## src/rtl/vga_timing_gen.sv

```systemverilog
// Parametrised single-clock VGA raster timing generator: counters, sync, blanking,
// framebuffer window decode and line/frame/fetch strobes, all registered.
module vga_timing_gen #(
  parameter int   CW           = 10,
  parameter int   H_TOTAL      = 800,
  parameter int   H_ACT        = 640,
  parameter int   H_SYNC_BEGIN = 656,
  parameter int   H_SYNC_END   = 752,
  parameter int   V_TOTAL      = 525,
  parameter int   V_ACT        = 480,
  parameter int   V_SYNC_BEGIN = 490,
  parameter int   V_SYNC_END   = 492,
  parameter int   WIN_X        = 64,
  parameter int   WIN_W        = 512,
  parameter int   WIN_Y        = 69,
  parameter int   WIN_H        = 342,
  parameter logic H_SYNC_POL   = 1'b0,
  parameter logic V_SYNC_POL   = 1'b0,
  parameter int   FETCH_LEAD   = 8
) (
  input  logic          pixClk,
  input  logic          nReset,
  input  logic          run,
  output logic [CW-1:0] hCount,
  output logic [CW-1:0] vCount,
  output logic          hSync,
  output logic          vSync,
  output logic          hActive,
  output logic          vActive,
  output logic          de,
  output logic          winActive,
  output logic [CW-1:0] winX,
  output logic [CW-1:0] winY,
  output logic          lineStart,
  output logic          frameStart,
  output logic          fetchReq
);

  localparam logic [CW-1:0] H_LAST     = CW'(H_TOTAL - 1);
  localparam logic [CW-1:0] V_LAST     = CW'(V_TOTAL - 1);
  localparam logic [CW-1:0] H_ACT_C    = CW'(H_ACT);
  localparam logic [CW-1:0] V_ACT_C    = CW'(V_ACT);
  localparam logic [CW-1:0] H_SB_C     = CW'(H_SYNC_BEGIN);
  localparam logic [CW-1:0] H_SE_C     = CW'(H_SYNC_END);
  localparam logic [CW-1:0] V_SB_C     = CW'(V_SYNC_BEGIN);
  localparam logic [CW-1:0] V_SE_C     = CW'(V_SYNC_END);
  localparam logic [CW-1:0] WIN_X_C    = CW'(WIN_X);
  localparam logic [CW-1:0] WIN_XE_C   = CW'(WIN_X + WIN_W);
  localparam logic [CW-1:0] WIN_Y_C    = CW'(WIN_Y);
  localparam logic [CW-1:0] WIN_YE_C   = CW'(WIN_Y + WIN_H);
  localparam logic [CW-1:0] FETCH_POS  = CW'(WIN_X - FETCH_LEAD);

  logic [CW-1:0] h_count_q, h_count_d;
  logic [CW-1:0] v_count_q, v_count_d;
  logic [CW-1:0] win_x_q, win_x_d;
  logic [CW-1:0] win_y_q, win_y_d;
  logic          h_sync_q, h_sync_d;
  logic          v_sync_q, v_sync_d;
  logic          h_active_q, h_active_d;
  logic          v_active_q, v_active_d;
  logic          de_q, de_d;
  logic          win_active_q, win_active_d;
  logic          line_start_q, line_start_d;
  logic          frame_start_q, frame_start_d;
  logic          fetch_req_q, fetch_req_d;
  logic          h_wrap;
  logic          win_row;

  // Flags are decoded from the next counter values so every registered output
  // describes the position presented alongside it.
  always_comb begin
    h_wrap    = (h_count_q == H_LAST);
    h_count_d = h_wrap ? '0 : h_count_q + CW'(1);
    v_count_d = v_count_q;
    if (h_wrap) begin
      v_count_d = (v_count_q == V_LAST) ? '0 : v_count_q + CW'(1);
    end

    h_sync_d      = (h_count_d >= H_SB_C && h_count_d < H_SE_C) ? H_SYNC_POL : ~H_SYNC_POL;
    v_sync_d      = (v_count_d >= V_SB_C && v_count_d < V_SE_C) ? V_SYNC_POL : ~V_SYNC_POL;
    h_active_d    = (h_count_d < H_ACT_C);
    v_active_d    = (v_count_d < V_ACT_C);
    de_d          = h_active_d && v_active_d;
    win_row       = (v_count_d >= WIN_Y_C) && (v_count_d < WIN_YE_C);
    win_active_d  = win_row && (h_count_d >= WIN_X_C) && (h_count_d < WIN_XE_C);
    win_x_d       = '0;
    win_y_d       = '0;
    if (win_active_d) begin
      win_x_d = h_count_d - WIN_X_C;
      win_y_d = v_count_d - WIN_Y_C;
    end
    line_start_d  = (h_count_d == '0);
    frame_start_d = (h_count_d == '0) && (v_count_d == '0);
    fetch_req_d   = win_row && (h_count_d == FETCH_POS);
  end

  // Reset state equals the decode of the last pixel of a frame.
  always_ff @(posedge pixClk or negedge nReset) begin
    if (!nReset) begin
      h_count_q     <= H_LAST;
      v_count_q     <= V_LAST;
      h_sync_q      <= ~H_SYNC_POL;
      v_sync_q      <= ~V_SYNC_POL;
      h_active_q    <= 1'b0;
      v_active_q    <= 1'b0;
      de_q          <= 1'b0;
      win_active_q  <= 1'b0;
      win_x_q       <= '0;
      win_y_q       <= '0;
      line_start_q  <= 1'b0;
      frame_start_q <= 1'b0;
      fetch_req_q   <= 1'b0;
    end else if (run) begin
      h_count_q     <= h_count_d;
      v_count_q     <= v_count_d;
      h_sync_q      <= h_sync_d;
      v_sync_q      <= v_sync_d;
      h_active_q    <= h_active_d;
      v_active_q    <= v_active_d;
      de_q          <= de_d;
      win_active_q  <= win_active_d;
      win_x_q       <= win_x_d;
      win_y_q       <= win_y_d;
      line_start_q  <= line_start_d;
      frame_start_q <= frame_start_d;
      fetch_req_q   <= fetch_req_d;
    end
  end

  assign hCount     = h_count_q;
  assign vCount     = v_count_q;
  assign hSync      = h_sync_q;
  assign vSync      = v_sync_q;
  assign hActive    = h_active_q;
  assign vActive    = v_active_q;
  assign de         = de_q;
  assign winActive  = win_active_q;
  assign winX       = win_x_q;
  assign winY       = win_y_q;
  assign lineStart  = line_start_q;
  assign frameStart = frame_start_q;
  assign fetchReq   = fetch_req_q;

endmodule

```

## config.mk

```make
export PLATFORM = sky130hd
export DESIGN_NAME = vga_timing_gen
export DESIGN_NICKNAME = d
export VERILOG_FILES = /design/src/rtl/vga_timing_gen.sv
export SDC_FILE = /design/constraint.sdc
export NUM_CORES = 1
export LEC_CHECK = 0
export CORE_MARGIN = 1.5
export CORE_UTILIZATION = 60
export CTS_BUF_LIST = sky130_fd_sc_hd__clkbuf_2
export DETAILED_ROUTE_END_ITERATION = 6
export PLACE_DENSITY_LB_ADDON = 0.08
export SLEW_MARGIN = 20
export SYNTH_ARGS = -nofsm -noshare
export SYNTH_HDL_FRONTEND = slang
export SYNTH_SLANG_ARGS = --single-unit
export TNS_END_PERCENT = 30
```

## constraint.sdc

```tcl
create_clock -name pixClk -period 6.55 [get_ports pixClk]
set_clock_uncertainty 0.05 [all_clocks]
set_input_delay 1.6375 -clock pixClk [delete_from_list [all_inputs] [get_ports pixClk]]
set_output_delay 1.6375 -clock pixClk [all_outputs]
set_load 0.02 [all_outputs]
```

======== After elaboration in Yosys (flattened, before gate mapping) ========
Cells that the tools add are included.
storage, ports and cells
  register bits ........................... 49
  logic and storage cells ................. 47
operators by class
  add/subtract/negate cells ............... 4
  $lt $le $gt $ge ......................... 10
  eq/ne operators ......................... 3
  muxes and demuxes ....................... 7
  reduce and logical (&&, ||, !) cells .... 10
operator list
  kind                                                                 number
  2-to-1 mux 10 bit                                                    5
  < comparator 10 bit (second input constant)                          3
  < comparator 10 x 9 -> 1 bit (second input constant)                 3
  adder 10 x 1 -> 10 bit (second input constant)                       2
  equality test 10 bit (second input constant)                         2
  greater-or-equal comparator 10 x 7 -> 1 bit (second input constant)  2
  zero test 10 bit                                                     2
  subtractor 10 x 7 -> 10 bit (second input constant)                  2
  equality test 10 x 6 -> 1 bit (second input constant)                1
  greater-or-equal comparator 10 bit (second input constant)           1
  greater-or-equal comparator 10 x 9 -> 1 bit (second input constant)  1
  logical AND 1 bit                                                    8
  2-to-1 mux 1 bit                                                     2

======== Depth between registers and ports, before layout ========
  word-level depth ........................ 8
  gate-level depth with buffers ........... 15
  mapped depth without buffers ............ 13

======== Least setup slack after synthesis ========
No wires, ideal clock.
  path type ............................... register -> register
  from .................................... reg h_count_q[0] (netlist: hCount[0])
  to ...................................... reg win_x_q[0] (netlist: winX[0])
  setup time .............................. 0.096 ns
  data arrival time ....................... 3.644 ns
  required time ........................... 6.404 ns
  setup slack ............................. 2.760 ns
  stages on the path, launching flop included .. 15
  buffers on the path ..................... 3
  clock period less this slack ............ 3.790 ns
  cell sequence ........................... dfstp_2 -> ha_1 -> clkbuf_1 -> and4_1 -> nand3_1 -> clkbuf_1 -> nor3_1 -> a21oi_1 -> ha_1 -> a311oi_1 -> o41ai_1 -> o2111a_1 -> or4_4 -> buf_6 -> o32ai_4
on the way
  word-level cells in the longest chain between the ends .. 7
  elaborated cells on any way between the ends .. 13
  classes of those cells .................. add/sub: 2; order compare: 4; eq/ne: 1; mux: 3; reduce/logical: 3
RTL lines
  item                                                                            RTL line  text
  from (decl)                                                                     53        logic [CW-1:0] h_count_q, h_count_d;
  from (signal assigned)                                                          114       h_count_q <= h_count_d;
  parallel branches: the longest is 6 deep, another holds adder 10 x 1 -> 10 bit  --
  2-to-1 mux 10 bit *                                                             88        if (win_active_d) begin
  to (signal assigned)                                                            122       win_x_q <= win_x_d;
  to (decl)                                                                       55        logic [CW-1:0] win_x_q, win_x_d;
Mark *: on every way between the ends.
A chain may end at the register's enable or synchronous reset.

======== Final worst setup path ========
Ends and elaborated chain as after synthesis.

==> flow_metrics.py <==
metrics = {
    "drt": {
        "drtPass1Iterations": 4,
        "vias": 2721,
        "wl_um": 7540,
        "drtIter0Drc": 235,
        "vias_per_cell": 5.954,
        "ant_nets": 0,
        "drc": 0,
        "wl_per_cell_um": 16.50,
    },
    "cells_and_area": {
        "final_util_pct": 72.23,
        "regArea_um2": 1241,
        "nets": 402,
        "multi_input_area_um2": 1595,
        "num_antenna_cells": 0,
        "fillCellCount": 385,
        "final_layout_size_suffix_gt1_share_pct": 8.010,
        "finalInstanceArea_um2": 3642,
        "stdcell_count": 457,
        "area_growth_syn_to_layout_pct": 17.24,
    },
    "timing": {
        "rsz0062_at_grt": "no",
        "hold_ws_ns": 0.4619,
        "max_freq_mhz": 232.3,
        "setup_violations": 0,
        "worst_pin_slew_ns": 0.8510,
        "final_max_slew_viol_count": 0,
        "period_share_pct": 65.73,
        "finalSetupTns_ns": 0,
        "finalCriticalPeriod_ns": 4.305,
        "layout_setup_ws_ns": 2.245,
        "hold_viol_final": 0,
        "slew_headroom_pct": 42.93,
    },
    "worst_setup_path": {
        "rr_worst_depth": 11,
        "cp_max_fo": 20,
        "reg2reg_from": "hCount[0]",
        "cp-start-kind": "register",
        "cp-end-kind": "register",
        "startpoint": "hCount[0]",
        "worstSetupPathType": "reg2reg",
        "crit_required_ns": 6.87,
        "arrival_ns": 4.63,
    },
    "clock_network": {
        "path_clk_slew_ns": 0.27,
        "ctsResizeCount": 0,
        "cts-root-buf": "clkbuf_2",
        "clkLatencyLatePin_ns": 0.43,
        "clock_path_buffers": 2,
        "h-tree-depth": 2,
        "cts_setup_buffers": 0,
        "ctsHoldBuffers": 0,
        "cts_inserted_buffers": 5,
        "cts_tree": "built",
        "cts_sinks": 49,
    },
    "synth": {
        "synthCells": 351,
        "synth_cell_types": 54,
        "seq_area_frac_synth_pct": 39.95,
        "avgSynthCellArea_um2": 8.851,
        "syn-num-nets": 367,
        "synth-edff-count": 0,
        "synthTopCellsByArea": "dfrtp_1 30%, dfstp_2 10%, xnor2_1 5.9%",
        "ys_top_cells_by_count": "38 x inv_1, 37 x dfrtp_1, 28 x nand2_1",
        "yosysTopAreaCellShare_pct": 29.80,
        "synth_flop_cell": "dfrtp_1",
        "synthesis.area_um2": 3107,
        "yosysTopAreaCell": "dfrtp_1",
        "synth_most_common_cell": "inv_1",
        "async_flop_share_pct": 100.0,
        "synth_warnings": 0,
        "synth_seq_cells": 49,
    },
    "min_path": {
        "hold_start": "hSync",
        "hold_depth": 2,
        "hp-class": "reg2reg",
    },
    "place": {
        "dpl_worst_slack_ns": 2.397,
        "hpwl_um": 5349,
        "io_buffer_count": 51,
        "place.gp.congestion": 0.8978,
        "place_area_um2": 3590,
        "dp_cells": 449,
    },
    "global_route": {
        "grt_pass1_wl_um": 11860,
        "grt_util_met1_pct": 39.85,
        "antenna_found_initial": 0,
        "grt_use_met2_pct": 44.15,
        "first_global_vias": 2419,
        "grt-ovfl-total": 0,
        "grtUsageTotal_pct": 27.77,
        "met3_usage_pct": 4.418,
        "grt.busiest_layer": "met2",
        "grt_max_degree": 62,
    },
    "floorplanning": {
        "chipWidth_um": 74.96,
        "initial_core_util_pct": 61.61,
        "die-area_um2": 5618,
        "core_um2": 5042,
        "chipHeight_um": 74.96,
        "io_pins": 52,
        "rows": 26,
    },
    "power_and_ir_drop": {
        "p_per_area_nw_per_um2": 328.4,
        "total_power_mw": 1.196,
        "p_leak_nw": 1.469,
        "max-vdd-ir-drop_v": 0.0003006,
    },
    "flow_run": {
        "maxCapViolations": 0,
    },
    "outcome": {
        "status": "completed",
    },
}
==> registers in the layout (all words and copies together), names as in the netlist <==
signal and cells:
hSync 1, hActive 1, winActive 1, vCount 10
hCount 10, vSync 1, vActive 1, fetchReq 1
lineStart 1, winY 10, de 1, winX 10
frameStart 1
==> per-layer routing <==
| metal | part of all wire (%) | wire [um] |
|---|---|---|
| met2 | 47 | 3526 |
| met3 | 7.3 | 548 |
| met1 | 45 | 3397 |
| met4 | 0.88 | 66 |
| met5 | 0 | 0 |
==> worst max-delay path: stages, from the launching register on <==
cell and delay [ns]:
dfstp_2 0.67, ha_1 0.35, and4_1 0.36, nand3_1 0.43, nor3_1 0.31, a21oi_1 0.14
ha_1 0.32, a311oi_1 0.34, o41ai_1 0.17, o2111a_1 0.16, or4_4 0.69, o32ai_4 0.24
==> power by group <==
group | internal [mW] | switching [mW] | total (mW)
clock network | 0.0284 | 0.102 | 0.131
registers | 0.372 | 0.104 | 0.476
logic | 0.248 | 0.341 | 0.589
==> final cells by class <==
type | instances | share of cell area, %
Clock buffer | 5 | 0.6870
Clock inverter | 3 | 0.6870
Inverter | 38 | 3.916
Multi-Input combinational cell | 238 | 43.80
Sequential cell | 49 | 34.08
Tap cell | 70 | 2.405
Timing Repair Buffer | 54 | 14.43
==> kinds of logic (layout without fill, tap and decap cells) <==
family | after synthesis | count (layout) | share of synthesized area [%]
muxes | 3 | 3 | 1.007
xor gates and xnor gates | 31 | 31 | 8.739
AOI/OAI and AO/OA | 77 | 77 | 17.52
DFF | 49 | 49 | 39.95
adders and majority gates | 13 | 13 | 5.236
buffers and inverters | 64 | 100 | 8.699
and+or+nand+nor | 114 | 114 | 18.85
==> path summary, 6_finish.rpt <==
check	slack, ns	to
worst max-delay path	2.24	winX[0]
worst min-delay path	0.46	hSync
worst max register to register	2.24	winX[0]
worst min register to register	0.46	hSync
max in group asynchronous	4.92	vCount[3]
min in group asynchronous	1.11	winX[2]
==> cells in the final DEF, fill, tap and decap left out, types with 3 or more instances in the layout <==
cell type / netlist / layout
dfrtp_1: 37 / 37
nor2_1: 21 / 21
nor3_1: 12 / 12
xor2_1: 10 / 10
nor4_1: 11 / 11
xnor2_1: 21 / 21
a21oi_1: 8 / 8
nand4_1: 9 / 9
o21a_1: 3 / 3
ha_1: 13 / 13
or3_1: 4 / 4
buf_4: 1 / 4
o21ai_0: 14 / 14
clkbuf_2: 0 / 5
nand2_1: 28 / 28
nand2b_1: 5 / 5
clkdlybuf4s50_1: 0 / 49
inv_1: 38 / 38
o31ai_1: 3 / 3
nand3_1: 12 / 12
dfstp_2: 12 / 12
o22ai_1: 22 / 22
No activity file was read; power rests on OpenSTA's default activity.
